===== src/rtl/fifo_drain_ctrl_if.sv =====
// fifo_drain_ctrl_if: FIFO read port plus downstream valid/ready stream of the drain controller
interface fifo_drain_ctrl_if #(parameter int DATA_W = 32) ();
  logic              fifo_rd_enb;
  logic              fifo_empty;
  logic [DATA_W-1:0] fifo_data;
  logic [DATA_W-1:0] m_data;
  logic              m_valid;
  logic              m_ready;
  modport master (
    output fifo_rd_enb, m_data, m_valid,
    input  fifo_empty, fifo_data, m_ready
  );
  modport slave (
    input  fifo_rd_enb, m_data, m_valid,
    output fifo_empty, fifo_data, m_ready
  );
endinterface


===== src/rtl/fifo_drain_ctrl.sv =====
// fifo_drain_ctrl: drains an 8-deep FIFO into a valid/ready stream via a 2-entry skid buffer
module fifo_drain_ctrl #(
  parameter int DATA_W = 32,
  parameter int LEN_W  = 8
) (
  input  logic                clk,
  input  logic                rst,
  input  logic                start,
  input  logic [LEN_W-1:0]    burst_len,
  input  logic                stop,
  fifo_drain_ctrl_if.master   bus,
  output logic                busy,
  output logic                done,
  output logic [LEN_W-1:0]    word_cnt
);
  typedef enum logic [1:0] {IDLE, DRAIN, FLUSH, DONE} state_t;
  state_t            state, state_n;
  logic [LEN_W-1:0]  remaining;
  logic              cont;
  logic              inflight;
  logic [1:0]        occ;
  logic [1:0]        occ_sh;
  logic [2:0]        pend;
  logic [DATA_W-1:0] buf0, buf1;
  logic              pop;
  logic              issue;
  // pend counts words the buffer must still hold next cycle; a new read is only safe below 2
  always_comb begin
    pop     = (occ != 2'd0) & bus.m_ready;
    occ_sh  = occ - {1'b0, pop};
    pend    = {1'b0, occ} + {2'b0, inflight} - {2'b0, pop};
    issue   = (state == DRAIN) & !stop & !bus.fifo_empty & (cont | (remaining != '0)) & (pend < 3'd2);
    state_n = state == IDLE  ? (start ? DRAIN : IDLE) :
              state == DRAIN ? ((stop | (!cont & (remaining == '0))) ? FLUSH : DRAIN) :
              state == FLUSH ? ((!inflight & (occ == 2'd0)) ? DONE : FLUSH) :
                               IDLE;
  end
  assign bus.fifo_rd_enb = issue;
  assign bus.m_valid     = occ != 2'd0;
  assign bus.m_data      = buf0;
  assign busy            = (state == DRAIN) | (state == FLUSH);
  assign done            = state == DONE;
  always_ff @(posedge clk) begin
    if (rst) begin
      state     <= IDLE;
      remaining <= '0;
      cont      <= 1'b0;
      inflight  <= 1'b0;
      occ       <= 2'd0;
      buf0      <= '0;
      buf1      <= '0;
      word_cnt  <= '0;
    end else begin
      state    <= state_n;
      inflight <= issue;
      occ      <= occ_sh + {1'b0, inflight};
      if (pop) buf0 <= buf1;
      if (inflight && occ_sh == 2'd0) buf0 <= bus.fifo_data;
      if (inflight && occ_sh != 2'd0) buf1 <= bus.fifo_data;
      if (state == IDLE && start) begin
        word_cnt  <= '0;
        remaining <= burst_len;
        cont      <= burst_len == '0;
      end else begin
        if (issue && !cont) remaining <= remaining - 1'b1;
        if (pop) word_cnt <= word_cnt + 1'b1;
      end
    end
  end
endmodule

===== src/flat_wrapper.sv =====
// flat-port wrapper written by rule: the top's interface ports become plain ports
module fifo_drain_ctrl_flat 
#(
  parameter int DATA_W = 32,
  parameter int LEN_W  = 8
)
  (clk, rst, start, burst_len, stop, busy, done, word_cnt, bus_fifo_rd_enb, bus_m_data, bus_m_valid, bus_fifo_empty, bus_fifo_data, bus_m_ready);
  fifo_drain_ctrl_if #(.DATA_W(DATA_W)) bus_i ();
  input  logic clk;
  input  logic rst;
  input  logic start;
  input  logic [LEN_W-1:0] burst_len;
  input  logic stop;
  output logic busy;
  output logic done;
  output logic [LEN_W-1:0] word_cnt;
  output wire logic [$bits(bus_i.fifo_rd_enb)-1:0] bus_fifo_rd_enb;
  output wire logic [$bits(bus_i.m_data)-1:0] bus_m_data;
  output wire logic [$bits(bus_i.m_valid)-1:0] bus_m_valid;
  input wire logic [$bits(bus_i.fifo_empty)-1:0] bus_fifo_empty;
  input wire logic [$bits(bus_i.fifo_data)-1:0] bus_fifo_data;
  input wire logic [$bits(bus_i.m_ready)-1:0] bus_m_ready;
  assign bus_fifo_rd_enb = bus_i.fifo_rd_enb;
  assign bus_m_data = bus_i.m_data;
  assign bus_m_valid = bus_i.m_valid;
  assign bus_i.fifo_empty = bus_fifo_empty;
  assign bus_i.fifo_data = bus_fifo_data;
  assign bus_i.m_ready = bus_m_ready;
  fifo_drain_ctrl #(.DATA_W(DATA_W), .LEN_W(LEN_W)) u_core (.clk(clk), .rst(rst), .start(start), .burst_len(burst_len), .stop(stop), .bus(bus_i), .busy(busy), .done(done), .word_cnt(word_cnt));
endmodule

===== config.mk =====
export PLATFORM = sky130hd
export DESIGN_NAME = fifo_drain_ctrl_flat
export DESIGN_NICKNAME = d
export VERILOG_FILES = /design/src/rtl/fifo_drain_ctrl_if.sv /design/src/rtl/fifo_drain_ctrl.sv /design/src/flat_wrapper.sv
export SDC_FILE = /design/constraint.sdc
export NUM_CORES = 1
export LEC_CHECK = 0
export BUFFER_PORTS_ARGS = -buffer_cell sky130_fd_sc_hd__buf_2
export CELL_PAD_IN_SITES_DETAIL_PLACEMENT = 0
export CELL_PAD_IN_SITES_GLOBAL_PLACEMENT = 1
export CORE_MARGIN = 10
export CORE_UTILIZATION = 42
export DETAILED_ROUTE_END_ITERATION = 7
export GPL_ROUTABILITY_DRIVEN = 0
export PLACE_DENSITY = 0.86
export SLEW_MARGIN = 20
export SYNTH_ARGS = -nofsm -noshare
export SYNTH_HDL_FRONTEND = slang
export SYNTH_SLANG_ARGS = --single-unit

===== constraint.sdc =====
create_clock -name clk -period 4.9 [get_ports clk]
set_input_delay 0.245 -clock clk [delete_from_list [all_inputs] [get_ports clk]]
set_output_delay 0.245 -clock clk [all_outputs]
set_load 0.01 [all_outputs]

==> key figures, run 1 <==
Pwr
  – Peak VDD IR: 0.1553 mV
  – PwrDens: roughly 370 mW/mm2
  – Leak: 1.760 nW

STA
  – Clock Skews: 0.007598 ns
  – Highest Clock Rate: between 200 and 300 MHz
  – Crit path time final: ~3.3 ns
  – Fin Setup TNS: 0 ns
  – Final worst path period share: roughly two thirds
  – Actual slew at the worst max-slew pin: 0.8690 ns
  – Final Hold Fails: 0
  – Slew Limit Fails: 0
  – Final setup fails: 0
  – Rel. slew slack: approximately 42%
  – Setup repair after global routing missed its margin: false

Die
  – Die Ht: between 100 and 150 um
  – Die Area: 0.01309 mm2
  – Row count: 34
  – Initial core utilization: between 40 and 50%
  – Die Wd: 114.4 um
  – Core Area: 0.008721 mm2
  – Boundary Pins: 90

Setup path
  – Stages on worst setup path: 9
  – Setup Crit Path Kind: flop to flop
  – R2r worst-path depth: 9
  – Buf+Inv Stages, Crit Path: 3
  – RR Endpoint: u_core.bus.m_data[15]$_SDFFE_PP0P_
  – Slowest stage cell, crit path: nand3_2
  – Worst EP required: between 5 and 6 ns
  – Critical path's most frequent cell: buf_4
  – Critical-path cell list: o21ai_4 -> buf_4 -> inv_1 -> ha_1 -> xnor2_1 -> nand3_2 -> buf_4 -> nor2_1 -> a311oi_1
  – Worst Setup EP: u_core.bus.m_data[15]$_SDFFE_PP0P_
  – Reg2Reg Setup Slack: approximately 1.6 ns
  – Worst setup EP type: flop
  – Reg2reg start: u_core.occ[1]$_SDFF_PP0_
  – CP arrival: between 3 and 4 ns
  – Crit path max-delay family: buffers and inverters
  – Crit path launch type: flop
  – Slowest stage delay, CP: about 0.76 ns
  – CP max FO: 45
  – Setup crit start: u_core.occ[1]$_SDFF_PP0_

Final layout
  – P&R area growth vs syn: 19.81%
  – Register Area: ~0.0017 mm2
  – Area of the multi-input gates: between 0.0015 and 0.002 mm2
  – Final #Nets: about 570
  – Fillers: 834
  – Layout cell share with drive strength beyond 1: 22.67%
  – Ant diodes: 0
  – Final instance area: about 0.0045 mm2

Global routing
  – Largest net degree at the start of global routing: just under 80
  – GRT Residual Overflow: 0
  – Number of global-route vias before repair: ~3300
  – Initial antenna violation count: 0
  – Global-route wire length before repair: approximately 16 mm
  – GRT Total Usage: ~15%

Synth
  – Synth top area cells: dfxtp_1, a311oi_1, mux2i_1, nor2_1, nand2_1
  – Post-synth top area share: between 40 and 50%
  – Asr flop ratio synth: 0%
  – Number of synthesized flops with an enable pin: 0
  – Register area share after synthesis: 45.97%
  – Yosys warns: 0
  – Synth cell count leaders: dfxtp_1, nor2_1, nand2_1
  – Yosys top cell by area: dfxtp_1
  – Top FF cell, synth: dfxtp_1
  – FF+latch count, synth: 86
  – Mapped Area: 0.003745 mm2
  – Post-synthesis cell count: around 440
  – Synthesized area per cell: approximately 8.6 um2
  – Number of distinct library cells after synthesis: 37
  – Most common cell in the netlist: dfxtp_1
  – Post-Syn Nets: just under 500

Clock network
  – CTS Buffer Depth: 2
  – CTS Sinks: 86
  – # hold bufs at CTS: 0
  – Cts bufs inserted: 9
  – CTS H-Tree Depth: 3
  – Clk_lat worst skew: ~0.35 ns
  – Clock tree root buffer cell: clkbuf_8
  – Clock tree from TritonCTS: yes
  – Register clock-pin slew on the reported worst setup and hold paths: 0.09 ns
  – Post-cts sizing count: 0
  – Post CTS Setup Buffer Count: 0

Run
  – Max cap viols: 0

Place
  – Post-DP Area: 0.004278 mm2
  – DPL Wire Length: ~6.6 mm
  – Port Buf Inserts: 89

Route
  – Post-Route WL: between 9 and 10 mm
  – Starting DRT DRC Count: about 180
  – Vias per cell: 5.364
  – Detail-routed net length per standard cell: roughly 16 um
  – DRC viols: 0
  – Via total after detailed routing: 3347
  – TritonRoute pass-1 iters: 4
  – Post-route ant nets: 0

Status
  – Status: finished, final reports clean

Worst hold path
  – Worst hold path type: input pin to flop
==> tightest hold or removal path, stage by stage <==
cell and delay, ns:
buf_2 0.09, nand3_1 0.06, nand3_1 0.06
==> layer usage <==
metal / wire [um] / global-route usage, % / vias to the layer above
met3: 684 / 4.717 / 11
met2: 4520 / 23.71 / 90
li1: - / - / 1673
met4: 120 / 5.096 / 0
met5: 0 / 0 / -
met1: 4347 / 18.21 / 1573
==> cells by family after synthesis <==
kind of cell               after synthesis  synth area share, %
muxes                                   32                8.553
DFF                                     86                45.97
xor gates and xnor gates                10                2.339
AOI/OAI and AO/OA                       54                11.66
and+or+nand+nor                        206                24.12
adders and majority gates               10                3.542
buffers and inverters                   37                3.809
==> registers in the layout, indices dropped and copies added (netlist names) <==
signal / flops
u_core.buf1: 32
u_core.bus.m_data: 32
u_core.remaining: 8
u_core.word_cnt: 8
u_core.occ: 2
u_core.state: 2
u_core.cont: 1
u_core.inflight: 1
==> final cells by class <==
type / count / share of cell area (%)
clock buffer: 12 / 3.458
clock inverter: 4 / 1.199
inverter: 8 / 0.6693
multi-input combinational: 312 / 42.53
sequential: 86 / 38.37
tap: 108 / 3.012
timing repair buffer: 94 / 10.76
==> layout by cell type, fill, tap and decap left out, drive strengths merged, types with 7 or more instances in the layout <==
cell,instances
nand2,76
dfxtp,86
nand3,9
clkbuf,12
a311oi,37
nor2,83
nor4,7
inv,9
buf,94
mux2i,32
ha,9
==> worst min-delay path by stage <==
stage,start,to,slack (ns),cells past startpoint
6_report,burst_len[5],u_core.remaining[5]$_SDFFE_PP0P_,0.13,3
5_1_grt,bus_fifo_data[8],u_core.buf1[8]$_SDFFE_PP0P_,0.14,3
4_1_cts,burst_len[5],u_core.remaining[5]$_SDFFE_PP0P_,0.13,3
3_5_place_dp,u_core.buf1[29]$_SDFFE_PP0P_,u_core.bus.m_data[29]$_SDFFE_PP0P_,0.47,2
3_3_place_gp,u_core.buf1[30]$_SDFFE_PP0P_,u_core.bus.m_data[30]$_SDFFE_PP0P_,0.46,2
2_1_floorplan,burst_len[5],u_core.remaining[5]$_SDFFE_PP0P_,0.38,2
==> per-stage QoR <==
| stage | power (W) | hold WS (ns) | setup slack, ns | util [%] | cells |
|---|---|---|---|---|---|
| after detailed placement | 0.001136 | 0.4695 | 1.562 | 49.05 | 608 |
| final | 0.001639 | 0.1287 | 1.557 | 51.45 | 624 |
| after global routing | 0.001731 | 0.1413 | 1.248 | 51.45 | 624 |
| after CTS | 0.001656 | 0.1278 | 1.526 | 51.45 | 624 |
| after floorplan | 0.001004 | 0.3778 | 1.875 | - | 435 |
| after global placement | 0.001125 | 0.4581 | 1.702 | 49.05 | 608 |
==> where the power goes <==
group | internal [W] | switching [W]
Sequential | 0.000740 | 0.0000378
Clock | 0.000266 | 0.000257
Combinational | 0.000122 | 0.000216
Note: power is estimated with default switching activity, not from simulation.
==> run 2: changes to the inputs <==
CORE_UTILIZATION = 35   (was 42)
PLACE_DENSITY = 0.77   (was 0.86)
clock period = 2.85 ns   (was 4.9 ns; I/O delays follow)
==> run 2 against run 1 <==
Sequential power increased by 71%; first-iteration DRC count decreased by 1.1%; wire length increased by 3.9%; worst setup slack got worse by 1.2 ns; critical path type unchanged; largest power group unchanged; highest routed layer unchanged.
==> key figures, run 2 (same netlist as run 1, synthesis figures left out) <==
Setup path
  – RR Endpoint: u_core.remaining[7]$_SDFFE_PP0P_
  – Crit path launch type: flop
  – Worst Setup EP: u_core.remaining[7]$_SDFFE_PP0P_
  – R2r worst-path depth: 7
  – Buf+Inv Stages, Crit Path: 0
  – Setup crit start: u_core.inflight$_SDFF_PP0_
  – Worst setup EP type: flop
  – Worst EP required: approximately 3.1 ns
  – Setup Crit Path Kind: flop to flop
  – Reg2Reg Setup Slack: about 0.34 ns
  – Stages on worst setup path: 7
  – Critical-path cell list: xor2_1 -> nand2_1 -> fa_1 -> nor2b_1 -> nand4_1 -> or4b_1 -> a311oi_1
  – Reg2reg start: u_core.inflight$_SDFF_PP0_
  – Crit path max-delay family: simple AND/OR/NAND/NOR gates
  – Slowest stage cell, crit path: or4b_1
  – CP arrival: approximately 2.8 ns
  – Slowest stage delay, CP: 0.53 ns
  – CP max FO: 6

Pwr
  – Final Total Pwr: slightly below 0.003 W
  – Peak VDD IR: 0.2385 mV
  – PwrDens: about 650 mW/mm2
  – Leak: 1.807 nW

Clock network
  – CTS H-Tree Depth: 3
  – Clock tree root buffer cell: clkbuf_8
  – Post CTS Setup Buffer Count: 0
  – Register clock-pin slew on the reported worst setup and hold paths: approximately 0.090 ns
  – # hold bufs at CTS: 0
  – Cts bufs inserted: 9
  – Post-cts sizing count: 0
  – CTS Sinks: 86
  – Clk_lat worst skew: around 0.35 ns
  – CTS Buffer Depth: 2
  – Clock tree from TritonCTS: yes

Final layout
  – Most frequent cells in the layout: buf_2, dfxtp_1, nor2_1
  – P&R area growth vs syn: 22.69%
  – Most common cell after layout, fill and taps aside: buf_2
  – Final core utilization: between 40 and 50%
  – Final #Nets: between 500 and 600
  – Layout cell share with drive strength beyond 1: roughly a quarter
  – Ant diodes: 0

Global routing
  – Initial antenna violation count: 0
  – Global-route wire length before repair: about 17 mm
  – GRT Total Usage: 13.47%
  – GRT Residual Overflow: 0
  – Number of global-route vias before repair: between 3000 and 4000
  – Largest net degree at the start of global routing: 53

Place
  – Port Buf Inserts: just under 90
  – DP Worst Slack: around 0.35 ns
  – DPL Wire Length: 7.064 mm

Die
  – Die Wd: around 120 um
  – Row count: 37
  – Initial core utilization: between 30% and 40%
  – Boundary Pins: 90
  – Core Area: 0.01037 mm2
  – Die Area: 0.01524 mm2
  – Die Ht: around 120 um

Route
  – Via total after detailed routing: around 3400
  – Detail-routed net length per standard cell: 15.34 um
  – TritonRoute pass-1 iters: 6
  – Starting DRT DRC Count: roughly 180
  – Vias per cell: 5.148
  – Post-route ant nets: 0
  – DRC viols: 0
  – Post-Route WL: between 10 and 15 mm

STA
  – Clock Skews: around 0.0071 ns
  – Setup repair after global routing missed its margin: false
  – Crit path time final: 2.512 ns
  – WHS: 0.04536 ns
  – Final setup fails: 0
  – Highest Clock Rate: 398.0 MHz
  – Fin Setup TNS: 0 ns
  – Slew Limit Fails: 0
  – Fin worst setup slack: about 0.34 ns
  – Final Hold Fails: 0
  – Actual slew at the worst max-slew pin: about 0.64 ns
  – Rel. slew slack: between 50% and 60%
  – Final worst path period share: between 80% and 90%

Run
  – Max cap viols: 0

Status
  – Status: finished, final reports clean

Worst hold path
  – Worst hold path type: input pin to flop
-- run 2: changes by cell type in the layout (fill, tap and decap cells not counted), moves of 2 or more --
cell        change
buf_4           +2
clkinvlp_4      -2
bufinv_16       +2
clkinv_2        +2
-- run 2: layout make-up --
class | instances | area, um2
Clock inverter | 6 | 108.9
Fill cell | 1078 | 5776
Inverter | 8 | 30.03
Multi-Input combinational cell | 312 | 1908
Sequential cell | 86 | 1722
Timing Repair Buffer | 97 | 518.0
Tap cell | 136 | 170.2
Clock buffer | 10 | 137.6
-- run 2: worst min path at each step --
stage | depth (start not counted) | to | from | slack (ns)
3_5_place_dp | 3 | u_core.buf1[6]$_SDFFE_PP0P_ | bus_fifo_data[6] | 0.41
5_1_grt | 3 | u_core.buf1[19]$_SDFFE_PP0P_ | bus_fifo_data[19] | 0.03
3_3_place_gp | 3 | u_core.buf1[6]$_SDFFE_PP0P_ | bus_fifo_data[6] | 0.40
4_1_cts | 3 | u_core.buf1[0]$_SDFFE_PP0P_ | bus_fifo_data[0] | 0.03
2_1_floorplan | 2 | u_core.remaining[5]$_SDFFE_PP0P_ | burst_len[5] | 0.28
6_report | 3 | u_core.buf1[12]$_SDFFE_PP0P_ | bus_fifo_data[12] | 0.05
-- run 2: through the flow --
stage          cells  instance area (um2)
6_report         655                 4594
5_1_grt          655                 4594
4_1_cts          655                 4594
3_5_place_dp     639                 4348
3_3_place_gp     639                 4348
2_1_floorplan    435                 3747
-- run 2: worst min-delay path, cell delays in order --
cell     delay (ns)
buf_2          0.09
mux2i_1        0.06
nor2_1         0.07
-- run 2: where the power goes --
| group | internal, W | leakage, nW | total [W] | switching, W |
|---|---|---|---|---|
| Sequential | 0.00127 | 0.695 | 0.00133 | 0.0000618 |
| Combinational | 0.000219 | 0.985 | 0.000596 | 0.000377 |
| Clock | 0.000605 | 0.126 | 0.00105 | 0.000442 |
| Total | 0.00210 | 1.81 | 0.00298 | 0.000881 |
-- run 2: metal layers --
metal	share of wire, %	vias up	global-route usage [%]
li1	-	1675	-
met5	0	-	0
met1	43	1600	15.57
met4	1.7	0	6.041
met3	7.6	10	4.148
met2	47	87	22.44
==> run 3: changes to the inputs <==
--- a/config.mk
+++ b/config.mk
@@ -13,4 +13,5 @@
 export DETAILED_ROUTE_END_ITERATION = 7
 export GPL_ROUTABILITY_DRIVEN = 0
+export MAX_ROUTING_LAYER = met4
 export PLACE_DENSITY = 0.77
 export SLEW_MARGIN = 20
==> constraint.sdc (replaced) <==
create_clock -name clk -period 2.85 [get_ports clk]
set_input_delay 0.1425 -clock clk [delete_from_list [all_inputs] [get_ports clk]]
set_output_delay 0.1425 -clock clk [all_outputs]
set_load 0.02 [all_outputs]
==> run 3 against run 2 <==
Fmax up 0.12%; via count up 0.27%; clock power about the same; global-route usage up 0.40 points; flip-flop and latch count unchanged.
==> key figures, run 3 (same netlist as run 1, synthesis figures left out) <==
Status
  – Status: finished, final reports clean

Clock network
  – Cts bufs inserted: 9
  – Clock tree from TritonCTS: yes
  – Clock tree root buffer cell: clkbuf_8
  – CTS Sinks: 86
  – CTS H-Tree Depth: 3
  – Register clock-pin slew on the reported worst setup and hold paths: about 0.090 ns
  – Clk_lat worst skew: about 0.35 ns
  – Post CTS Setup Buffer Count: 0
  – Post-cts sizing count: 0
  – CTS Buffer Depth: 2
  – # hold bufs at CTS: 0

Global routing
  – GRT Residual Overflow: 0
  – Initial antenna violation count: 0
  – Number of global-route vias before repair: approximately 3400
  – Global-route wire length before repair: 16.82 mm
  – GRT Total Usage: between 10% and 20%
  – Largest net degree at the start of global routing: 53

Route
  – TritonRoute pass-1 iters: 4
  – Starting DRT DRC Count: about 180
  – DRC viols: 0
  – Vias per cell: approximately 5.2
  – Post-route ant nets: 0
  – Detail-routed net length per standard cell: around 15 um
  – Via total after detailed routing: approximately 3400
  – Post-Route WL: 10.08 mm

Die
  – Boundary Pins: 90
  – Die Wd: between 100 and 150 um
  – Die Ht: around 120 um
  – Die Area: roughly 0.015 mm2
  – Row count: 37
  – Initial core utilization: a little over a third
  – Core Area: 0.01037 mm2

STA
  – Final worst path period share: between 80 and 90%
  – Crit path time final: between 2 and 3 ns
  – Clock Skews: 0.007024 ns
  – Highest Clock Rate: between 300 and 400 MHz
  – Setup repair after global routing missed its margin: false
  – Final Hold Fails: 0
  – Slew Limit Fails: 0
  – Final setup fails: 0
  – Actual slew at the worst max-slew pin: approximately 0.63 ns
  – Fin Setup TNS: 0 ns
  – Rel. slew slack: ~58%

Pwr
  – PwrDens: 657.4 mW/mm2
  – Leak: between 1.5 and 2 nW
  – Peak VDD IR: about 0.24 mV

Setup path
  – Setup Crit Path Kind: flop to flop
  – Worst setup EP type: flop
  – Worst EP required: between 3 and 4 ns
  – Slowest stage delay, CP: 0.53 ns
  – CP arrival: about 2.8 ns
  – Buf+Inv Stages, Crit Path: 0
  – Crit path max-delay family: simple AND/OR/NAND/NOR gates
  – Slowest stage cell, crit path: or4b_1
  – Crit path launch type: flop
  – CP max FO: 6
  – Critical-path cell list: xor2_1 -> nand2_1 -> fa_1 -> nor2b_1 -> nand4_1 -> or4b_1 -> a311oi_1

Run
  – Max cap viols: 0

Final layout
  – Most frequent cells in the layout: buf_2, dfxtp_1, nor2_1
  – Final instance area: approximately 0.0046 mm2
  – Cell Count, Final, Fillers Out: around 660
  – Fillers: between 1000 and 1500
  – Ant diodes: 0
  – P&R area growth vs syn: 22.69%
  – Most common cell after layout, fill and taps aside: buf_2
  – Final #Nets: 570
  – Layout cell share with drive strength beyond 1: a little under a quarter

Place
  – DPL Wire Length: between 7 and 8 mm
  – Port Buf Inserts: about 90
  – Post-DP Area: 0.004348 mm2
  – Dpl cells: ~640

Worst hold path
  – Worst hold path type: input pin to flop
[run 3: worst paths after layout]
path / depth (start not counted) / slack [ns] / from / to
max: 7 / 0.34 / u_core.inflight$_SDFF_PP0_ / u_core.remaining[7]$_SDFFE_PP0P_
max reg2reg: 7 / 0.34 / u_core.inflight$_SDFF_PP0_ / u_core.remaining[7]$_SDFFE_PP0P_
min reg2reg: 2 / 0.48 / u_core.buf1[26]$_SDFFE_PP0P_ / u_core.bus.m_data[26]$_SDFFE_PP0P_
min: 3 / 0.04 / bus_fifo_data[12] / u_core.buf1[12]$_SDFFE_PP0P_
[run 3: power by group]
group          switching (W)  internal [W]  total, W
logic               0.000414      0.000219  0.000634
clock network       0.000448      0.000605   0.00105
registers          0.0000619       0.00127   0.00133
total               0.000924       0.00210   0.00302
[run 3: area by class of cell]
type | count | area (um2) | area share, %
Inverter | 8 | 30.03 | 0.6536
Clock buffer | 10 | 137.6 | 2.996
Multi-Input combinational cell | 312 | 1908 | 41.53
Sequential cell | 86 | 1722 | 37.47
Tap cell | 136 | 170.2 | 3.704
Clock inverter | 6 | 108.9 | 2.369
Timing Repair Buffer | 97 | 518.0 | 11.27
[run 3: worst reg2reg max path: stages (launching register included)]
cell and delay [ns]:
dfxtp_1 0.47, xor2_1 0.17, nand2_1 0.08, fa_1 0.48
nor2b_1 0.22, nand4_1 0.20, or4b_1 0.53, a311oi_1 0.28
[run 3: through the flow]
step                      setup WS [ns]  hold WS [ns]  total power [W]  utilization (%)
after CTS                        0.3316       0.02691         0.003061            44.31
final                            0.3407       0.04439         0.003020            44.31
after detailed placement         0.3496        0.4087         0.002006            41.93
after global placement           0.4573        0.3974         0.001999            41.93
after global routing            0.07858       0.03482         0.003170            44.31
after floorplan                0.007314        0.2753         0.001767                -
[run 3: layer usage]
layer	share of wire, %	track usage (%)
met4	1.8	6.041
met5	0	-
met3	5.2	3.464
met2	47	22.44
met1	46	15.98
